`config.mk`:
```
export PLATFORM = sky130hd
export DESIGN_NAME = img_bbox_detect
export DESIGN_NICKNAME = d
export VERILOG_FILES = /design/src/rtl/img_bbox_detect.sv
export SDC_FILE = /design/constraint.sdc
export NUM_CORES = 1
export LEC_CHECK = 0
export ABC_AREA = 1
export CORE_ASPECT_RATIO = 0.5
export CORE_MARGIN = 5
export CORE_UTILIZATION = 25
export DETAILED_ROUTE_END_ITERATION = 8
export PLACE_DENSITY = 0.4
export SLEW_MARGIN = 30
export SYNTH_ARGS = -nofsm -noshare
export SYNTH_HDL_FRONTEND = slang
export SYNTH_SLANG_ARGS = --single-unit
```
`constraint.sdc`:
```
create_clock -name clk -period 2.41 [get_ports clk]
set_input_delay 0.241 -clock clk [delete_from_list [all_inputs] [get_ports clk]]
set_output_delay 0.241 -clock clk [all_outputs]
set_load 0.01 [all_outputs]
```
`src/rtl/img_bbox_detect.sv`:
```
// -----------------------------------------------------------------------------
// img_bbox_detect
//
// Colour-threshold bounding-box detector placed directly in front of the
// rectangle-overlay stage. Each active pixel is foreground when all three
// 8-bit channels lie inside an inclusive [thr_lo, thr_hi] window. The min/max
// column and row of foreground pixels are tracked over a frame and published
// on the rising edge of vertical sync. Video is passed through with a single
// register stage so it stays aligned with the overlay input.
//
// Stream semantics: the video stream has no backpressure. A pixel is
// transferred on every clock where de_i is high; there is no ready signal and
// the block never stalls.
//
// Ports
//   clk          pixel clock
//   rst_n        asynchronous active-low reset
//   vs_i         vertical sync, active-high, level clears the row counter
//   hs_i         horizontal sync, active-high, level clears the column counter
//   de_i         active-pixel qualifier
//   data_i       pixel {R[23:16], G[15:8], B[7:0]}
//   thr_lo       per-channel inclusive lower bound (same packing)
//   thr_hi       per-channel inclusive upper bound (same packing)
//   vs_o/hs_o/de_o/data_o   inputs delayed by one cycle, unmodified
//   rect_x1/y1   last published min column / min row
//   rect_x2/y2   last published max column / max row
//   rect_valid   last published box had at least MIN_PIX foreground pixels
//   frame_done   one-cycle pulse when the box outputs update
//   dbg_state_o  current FSM state (0 = IDLE, 1 = ACTIVE)
// -----------------------------------------------------------------------------
module img_bbox_detect #(
    parameter int IMG_W   = 640,
    parameter int IMG_H   = 480,
    parameter int MIN_PIX = 16
) (
    input  logic        clk,
    input  logic        rst_n,
    input  logic        vs_i,
    input  logic        hs_i,
    input  logic        de_i,
    input  logic [23:0] data_i,
    input  logic [23:0] thr_lo,
    input  logic [23:0] thr_hi,
    output logic        vs_o,
    output logic        hs_o,
    output logic        de_o,
    output logic [23:0] data_o,
    output logic [10:0] rect_x1,
    output logic [10:0] rect_y1,
    output logic [10:0] rect_x2,
    output logic [10:0] rect_y2,
    output logic        rect_valid,
    output logic        frame_done,
    output logic        dbg_state_o
);

    typedef enum logic {
        IDLE   = 1'b0,
        ACTIVE = 1'b1
    } state_e;

    // 12-bit limits so an 11-bit counter compares cleanly against IMG_W/IMG_H.
    localparam logic [11:0] COL_LIM  = 12'(IMG_W);
    localparam logic [11:0] ROW_LIM  = 12'(IMG_H);
    localparam logic [10:0] COL_LAST = 11'(IMG_W - 1);
    localparam logic [20:0] FG_MIN   = 21'(MIN_PIX);
    localparam logic [10:0] MIN_INIT = 11'h7FF;

    // ------------------------------------------------------------------
    // Registers
    // ------------------------------------------------------------------
    state_e      state_q, state_d;
    logic        vs_d_q;

    logic        vs_q, hs_q, de_q;
    logic [23:0] data_q;

    logic [10:0] col_cnt_q, col_cnt_d;
    logic [10:0] row_cnt_q, row_cnt_d;

    logic [10:0] min_x_q, min_x_d;
    logic [10:0] min_y_q, min_y_d;
    logic [10:0] max_x_q, max_x_d;
    logic [10:0] max_y_q, max_y_d;
    logic [20:0] fg_cnt_q, fg_cnt_d;

    logic [10:0] rect_x1_q, rect_x1_d;
    logic [10:0] rect_y1_q, rect_y1_d;
    logic [10:0] rect_x2_q, rect_x2_d;
    logic [10:0] rect_y2_q, rect_y2_d;
    logic        rect_valid_q, rect_valid_d;
    logic        frame_done_q, frame_done_d;

    // ------------------------------------------------------------------
    // Classification
    // ------------------------------------------------------------------
    function automatic logic in_win(input logic [7:0] v,
                                    input logic [7:0] lo,
                                    input logic [7:0] hi);
        // lo > hi makes the window empty without any special casing.
        return (v >= lo) && (v <= hi);
    endfunction

    logic colour_hit;
    logic fg;
    logic vs_rise;

    assign colour_hit = in_win(data_i[23:16], thr_lo[23:16], thr_hi[23:16]) &&
                        in_win(data_i[15:8],  thr_lo[15:8],  thr_hi[15:8])  &&
                        in_win(data_i[7:0],   thr_lo[7:0],   thr_hi[7:0]);

    // !vs_i keeps a pixel coincident with the sync edge out of the frame
    // being published on that same edge.
    assign fg = de_i && !vs_i &&
                ({1'b0, col_cnt_q} < COL_LIM) &&
                ({1'b0, row_cnt_q} < ROW_LIM) &&
                colour_hit;

    assign vs_rise = vs_i && !vs_d_q;

    // ------------------------------------------------------------------
    // Position counters
    // ------------------------------------------------------------------
    always_comb begin
        col_cnt_d = col_cnt_q;
        row_cnt_d = row_cnt_q;
        if (hs_i) begin
            col_cnt_d = 11'd0;
        end else if (de_i) begin
            col_cnt_d = col_cnt_q + 11'd1;
        end
        if (vs_i) begin
            row_cnt_d = 11'd0;
        end else if (de_i && (col_cnt_q == COL_LAST)) begin
            row_cnt_d = row_cnt_q + 11'd1;
        end
    end

    // ------------------------------------------------------------------
    // FSM: next state and control strobes
    // ------------------------------------------------------------------
    logic publish;
    logic acc_init;

    always_comb begin
        state_d  = state_q;
        publish  = 1'b0;
        acc_init = 1'b0;
        case (state_q)
            IDLE: begin
                // Accumulators stay at init; the first sync only arms, so a
                // partial frame after reset is never reported.
                acc_init = 1'b1;
                if (vs_rise) begin
                    state_d = ACTIVE;
                end
            end
            ACTIVE: begin
                if (vs_rise) begin
                    publish  = 1'b1;
                    acc_init = 1'b1;
                end
            end
            default: begin
                state_d  = IDLE;
                acc_init = 1'b1;
            end
        endcase
    end

    // ------------------------------------------------------------------
    // Accumulators
    // ------------------------------------------------------------------
    always_comb begin
        min_x_d  = min_x_q;
        min_y_d  = min_y_q;
        max_x_d  = max_x_q;
        max_y_d  = max_y_q;
        fg_cnt_d = fg_cnt_q;
        if (acc_init) begin
            min_x_d  = MIN_INIT;
            min_y_d  = MIN_INIT;
            max_x_d  = 11'd0;
            max_y_d  = 11'd0;
            fg_cnt_d = 21'd0;
        end else if (fg) begin
            if (col_cnt_q < min_x_q) min_x_d = col_cnt_q;
            if (row_cnt_q < min_y_q) min_y_d = row_cnt_q;
            if (col_cnt_q > max_x_q) max_x_d = col_cnt_q;
            if (row_cnt_q > max_y_q) max_y_d = row_cnt_q;
            if (fg_cnt_q != '1) fg_cnt_d = fg_cnt_q + 21'd1;
        end
    end

    // ------------------------------------------------------------------
    // Publish
    // ------------------------------------------------------------------
    always_comb begin
        rect_x1_d    = rect_x1_q;
        rect_y1_d    = rect_y1_q;
        rect_x2_d    = rect_x2_q;
        rect_y2_d    = rect_y2_q;
        rect_valid_d = rect_valid_q;
        frame_done_d = 1'b0;
        if (publish) begin
            frame_done_d = 1'b1;
            if (fg_cnt_q >= FG_MIN) begin
                rect_x1_d    = min_x_q;
                rect_y1_d    = min_y_q;
                rect_x2_d    = max_x_q;
                rect_y2_d    = max_y_q;
                rect_valid_d = 1'b1;
            end else begin
                // Too few pixels: keep the old box so the overlay does not
                // jump, but flag it as stale.
                rect_valid_d = 1'b0;
            end
        end
    end

    // ------------------------------------------------------------------
    // Sequential
    // ------------------------------------------------------------------
    always_ff @(posedge clk or negedge rst_n) begin
        if (!rst_n) begin
            state_q      <= IDLE;
            vs_d_q       <= 1'b0;
            vs_q         <= 1'b0;
            hs_q         <= 1'b0;
            de_q         <= 1'b0;
            data_q       <= 24'd0;
            col_cnt_q    <= 11'd0;
            row_cnt_q    <= 11'd0;
            min_x_q      <= MIN_INIT;
            min_y_q      <= MIN_INIT;
            max_x_q      <= 11'd0;
            max_y_q      <= 11'd0;
            fg_cnt_q     <= 21'd0;
            rect_x1_q    <= 11'd0;
            rect_y1_q    <= 11'd0;
            rect_x2_q    <= 11'd0;
            rect_y2_q    <= 11'd0;
            rect_valid_q <= 1'b0;
            frame_done_q <= 1'b0;
        end else begin
            state_q      <= state_d;
            vs_d_q       <= vs_i;
            vs_q         <= vs_i;
            hs_q         <= hs_i;
            de_q         <= de_i;
            data_q       <= data_i;
            col_cnt_q    <= col_cnt_d;
            row_cnt_q    <= row_cnt_d;
            min_x_q      <= min_x_d;
            min_y_q      <= min_y_d;
            max_x_q      <= max_x_d;
            max_y_q      <= max_y_d;
            fg_cnt_q     <= fg_cnt_d;
            rect_x1_q    <= rect_x1_d;
            rect_y1_q    <= rect_y1_d;
            rect_x2_q    <= rect_x2_d;
            rect_y2_q    <= rect_y2_d;
            rect_valid_q <= rect_valid_d;
            frame_done_q <= frame_done_d;
        end
    end

    // ------------------------------------------------------------------
    // Outputs
    // ------------------------------------------------------------------
    assign vs_o        = vs_q;
    assign hs_o        = hs_q;
    assign de_o        = de_q;
    assign data_o      = data_q;
    assign rect_x1     = rect_x1_q;
    assign rect_y1     = rect_y1_q;
    assign rect_x2     = rect_x2_q;
    assign rect_y2     = rect_y2_q;
    assign rect_valid  = rect_valid_q;
    assign frame_done  = frame_done_q;
    assign dbg_state_o = state_q;

endmodule

```
* Word level (Yosys, flattened, before mapping)
Index checks and enable logic that the tools add are counted.
Operators by class: $add $sub $neg 3, $lt $le $gt $ge 13, eq/ne operators 2, muxes and demuxes 25, bitwise operators 1, reductions and logical operators 27
Operators with widths (count):
- $mux 11 | 16
- $mux 21 | 3
- $ge 8x8->1 | 3
- $le 8x8->1 | 3
- $add 11x1->11 const B | 2
- $gt 11x11->1 | 2
- $lt 11x11->1 | 2
- $add 21x1->21 const B | 1
- $ge 21x5->1 const B | 1
- $ne 21x21->1 const B | 1
- $reduce_bool 2->1 | 8
- $reduce_and 2->1 | 6
- $eq 11x10->1 const B | 1
- $logic_and 1x1->1 | 11
- $lt 11x10->1 const B | 1
- $lt 11x9->1 const B | 1
- $mux 1 | 5
- $logic_not 1->1 | 2
- $pmux 1 s2 | 1
- $not 1->1 | 1
Word-level totals: register bits 161, bits of input ports 77, output and inout port bits 74, logic and storage cells 89

* Longest topological paths before layout
word-level depth 7, gate-level depth with buffers 17, depth with buffers taken out 16

* Least setup slack after synthesis
No wires, ideal clock.
path type register to register, from register min_x_q[10], to register min_x_q[4], setup time 0.061 ns, data arrival time 1.741 ns, required time 2.349 ns, setup slack 0.608 ns, cell stages (with the launch flop) 12, buffers on the path 1, period minus slack after synthesis 1.802 ns, path through dfstp_2 inv_1 ha_1 nand2_1 nor3_1 nand3_1 a21oi_1 nor2_1 nand3_1 buf_2 nand3_1 nand2_1
Between the ends: longest elaborated chain between the ends 3
Ends and longest elaborated chain:
- start, declared | RTL line 81 | logic [10:0] min_x_q, min_x_d;
- start signal, assigned | RTL line 254 | min_x_q <= min_x_d;
- $lt 11x11->1 | RTL line 187 | if (col_cnt_q < min_x_q) min_x_d = col_cnt_q;
- $reduce_bool 2->1 (no line)
- $reduce_and 2->1 (no line)
No other way between the ends. A chain may end at the register's enable or synchronous reset.

* Worst setup path in the final report
from register min_y_q[10], to register min_y_q[7]
Between the ends: longest elaborated chain between the ends 3
Ends and longest elaborated chain:
- start, declared | RTL line 82 | logic [10:0] min_y_q, min_y_d;
- start signal, assigned | RTL line 255 | min_y_q <= min_y_d;
- $lt 11x11->1 | RTL line 188 | if (row_cnt_q < min_y_q) min_y_d = row_cnt_q;
- $reduce_bool 2->1 (no line)
- $reduce_and 2->1 (no line)
No other way between the ends.

==> impl_metrics.json <==
{
  "status": "finished clean",
  "async_flop_share_pct": 100,
  "startpoint": "min_y_q[10]",
  "initial_core_util_pct": 25.3,
  "total_power_mw": 6.56,
  "yosysTopAreaCell": "dfrtp_1",
  "placed_cells": 1841,
  "n_antenna_cell": 0,
  "track_usage_pct": 13.6,
  "layout-drive-gt1-share_pct": 11.4,
  "insertion_delay_ns": 0.45,
  "finalHoldViolCount": 0,
  "cts_sinks": 161,
  "ir_drop_mv": 0.425,
  "grt_pass1_vias": 8192,
  "synth-edff-count": 0,
  "worstPathCellList": "inv_1 -> ha_1 -> nand3_1 -> nor3_1 -> nand3_1 -> a21oi_2 -> nor2_1 -> buf_4 -> nand3_2 -> buf_4 -> nand3_1 -> nand2_1",
  "grt_first_pass_wirelength_mm": 46.0,
  "synth.area.top_cells": "dfrtp_1 37%, nand2_1 12%, ha_1 12%",
  "yosys-top-cells-count": "314 x nand2_1, 156 x inv_1, 139 x dfrtp_1",
  "gp_congestion": 0.785,
  "final_nets": 1538,
  "dp_hpwl_mm": 21.8,
  "worst_pin_slew_ns": 0.768,
  "yosys_register_bits": 161,
  "setup_viol": 0,
  "synthCells": 1170,
  "r2r-start": "min_y_q[10]",
  "final.setup.tns_ns": 0,
  "fill_cells": 3911,
  "cp-end-kind": "flip-flop",
  "rrSetupSlack_ns": 0.19,
  "antenna_found_initial": 0,
  "area_growth_pct": 32.4,
  "crit_top_cell": "nand3_1",
  "critPathKind": "flip-flop to flip-flop",
  "drcViolationCount": 0,
  "critPathTopFamily": "simple AND/OR/NAND/NOR gates",
  "synth_top_area_share_pct": 36.8,
  "slew_viol_final": 0,
  "vias": 8101,
  "grt_max_degree": 63,
  "post_cts_buffers": 0,
  "fmax_ghz": 0.451,
  "syn_area_sq_um": 9450,
  "r2r_end": "min_y_q[7]",
  "rr_worst_depth": 12,
  "htree_levels": 4,
  "required_ns": 2.80,
  "critPathMaxFanout": 6,
  "period_share_pct": 92.1,
  "fin_crit_ns": 2.22,
  "cts.clk_slew.worst_paths_ns": 0.07,
  "clock_path_buffers": 2,
  "ant_nets": 0,
  "die_w_um": 285,
  "rows": 50,
  "die_h_um": 147,
  "final_cells": 1874,
  "grt.overflow.total": 0,
  "rsz0062_at_grt": "false",
  "yosys_warnings": 0,
  "synth_fp_nets": 1341,
  "drv_cap": 0,
  "numCtsBuffers": 17,
  "die_area_sq_um": 42000,
  "synth_cell_types": 45,
  "yosysSeqAreaShare_pct": 42.9,
  "crit_end": "min_y_q[7]",
  "register_area_sq_um": 4060,
  "cts_tree": "yes",
  "cp-start-kind": "flip-flop",
  "wl_per_cell_um": 15.0,
  "dr.first_iter.drc_count": 461,
  "worstPathArrival_ns": 2.61,
  "synth_most_common_cell": "nand2_1",
  "multi_input_area_sq_um": 4580,
  "dr.pass1.iters": 5,
  "slew_headroom_pct": 48.7,
  "leakagePower_nw": 6.22,
  "wl_mm": 28.1,
  "via_per_inst": 4.32,
  "portBuffers": 150,
  "syn_area_per_cell_sq_um": 8.07,
  "synth_flop_cell": "dfrtp_1",
  "power_density_nw_per_um2": 525,
  "pin_count": 151,
  "cp_slowest_stage_delay_ns": 0.53,
  "cp_num_buf_inv": 3,
  "crit_cells": 12,
  "worst_path_max_delay_cell": "dfstp_2",
  "cts_root_buf": "clkbuf_16",
  "hold_path.class": "input pin to flip-flop",
  "skew_ns": 0.0169,
  "core_sq_um": 37300
}
[worst min path at each step]
stage              start           end  slack (ns)  cells past startpoint
6_report       data_i[8]     data_o[8]        0.27                      1
3_3_place_gp       rst_n     data_o[5]        0.30                      1
2_1_floorplan      rst_n  col_cnt_q[0]       -0.05                      0
5_1_grt        data_i[8]     data_o[8]        0.24                      1
3_5_place_dp       rst_n     data_o[5]        0.31                      1
4_1_cts        data_i[8]     data_o[8]        0.24                      1
[cell usage in the layout, fill, tap and decap left out, types with 8 or more instances in the layout]
cell	instances
nor2_1	94
buf_4	49
buf_12	9
o21ai_0	60
inv_2	8
xor2_1	8
nand3_1	95
nand2_1	314
nor3_1	17
dfrtp_1	139
nand4_1	16
dfstp_2	22
nand2_2	16
clkbuf_16	17
a21oi_1	47
clkdlybuf4s50_1	149
inv_6	8
ha_1	94
inv_1	156
[where the power goes]
part / total (mW) / internal, mW / switching [mW]
Combinational: 0.910 / 0.419 / 0.491
Clock: 2.76 / 1.47 / 1.29
Sequential: 2.89 / 2.83 / 0.0634
[worst register-to-register path, delay by kind of cell (launching register included)]
family / cells / cell delay [ns]
and+or+nand+nor: 7 / 0.79
AOI/OAI and AO/OA: 1 / 0.16
DFF: 1 / 0.53
buffers and inverters: 3 / 0.38
adders and majority gates: 1 / 0.30
[metrics by stage]
stage	hold WS (ns)	cell area, sq um	util [%]	setup slack [ns]
finish	0.273	12500	33.5	0.191
global route	0.238	12500	33.5	0.0200
CTS	0.241	12500	33.5	0.0195
detailed placement	0.311	11900	31.9	-0.138
global placement	0.302	11900	31.9	-0.111
floorplan	-0.0546	9450	-	0.608
[sequential cells by signal, summed over array words and instances (netlist names), 11 cells and up]
| name | cells |
|---|---|
| col_cnt_q | 11 |
| data_o | 24 |
| fg_cnt_q | 21 |
| max_x_q | 11 |
| max_y_q | 11 |
| min_x_q | 11 |
| min_y_q | 11 |
| rect_x1 | 11 |
| rect_x2 | 11 |
| rect_y1 | 11 |
| rect_y2 | 11 |
| row_cnt_q | 11 |
[metal layers]
metal | GRT usage (%) | vias up | share of wire [%]
met5 | 0 | - | 0
met4 | 2.26 | 0 | 0.69
met3 | 2.71 | 12 | 3.4
met2 | 23.6 | 116 | 49
met1 | 18.1 | 3810 | 47
li1 | - | 4163 | -
[what timing repair did]
item                       CTS  global route
resized for setup            0             2
setup endpoints to repair    0             9
hold buffers                 1             0
hold endpoints to repair    57             0
[kinds of logic after synthesis]
logic type,Yosys count,share of synthesized area (%)
AND/OR/NAND/NOR,582,27.7
buffers and inverters,195,8.73
flip-flops,161,42.9
AO/OA/AOI/OAI,126,7.10
adder cells (fa/ha/maj),94,12.5
XOR/XNOR,12,1.11
[final cells by class]
type | instances | share of cell area (%)
clock buffers | 19 | 3.46
flip-flops and latches | 161 | 32.4
inverters | 164 | 4.92
clock inverters | 13 | 1.11
multi-input cells | 814 | 36.6
repair buffers | 209 | 16.5
well taps | 494 | 4.94
(Power assumes the default switching activity.)
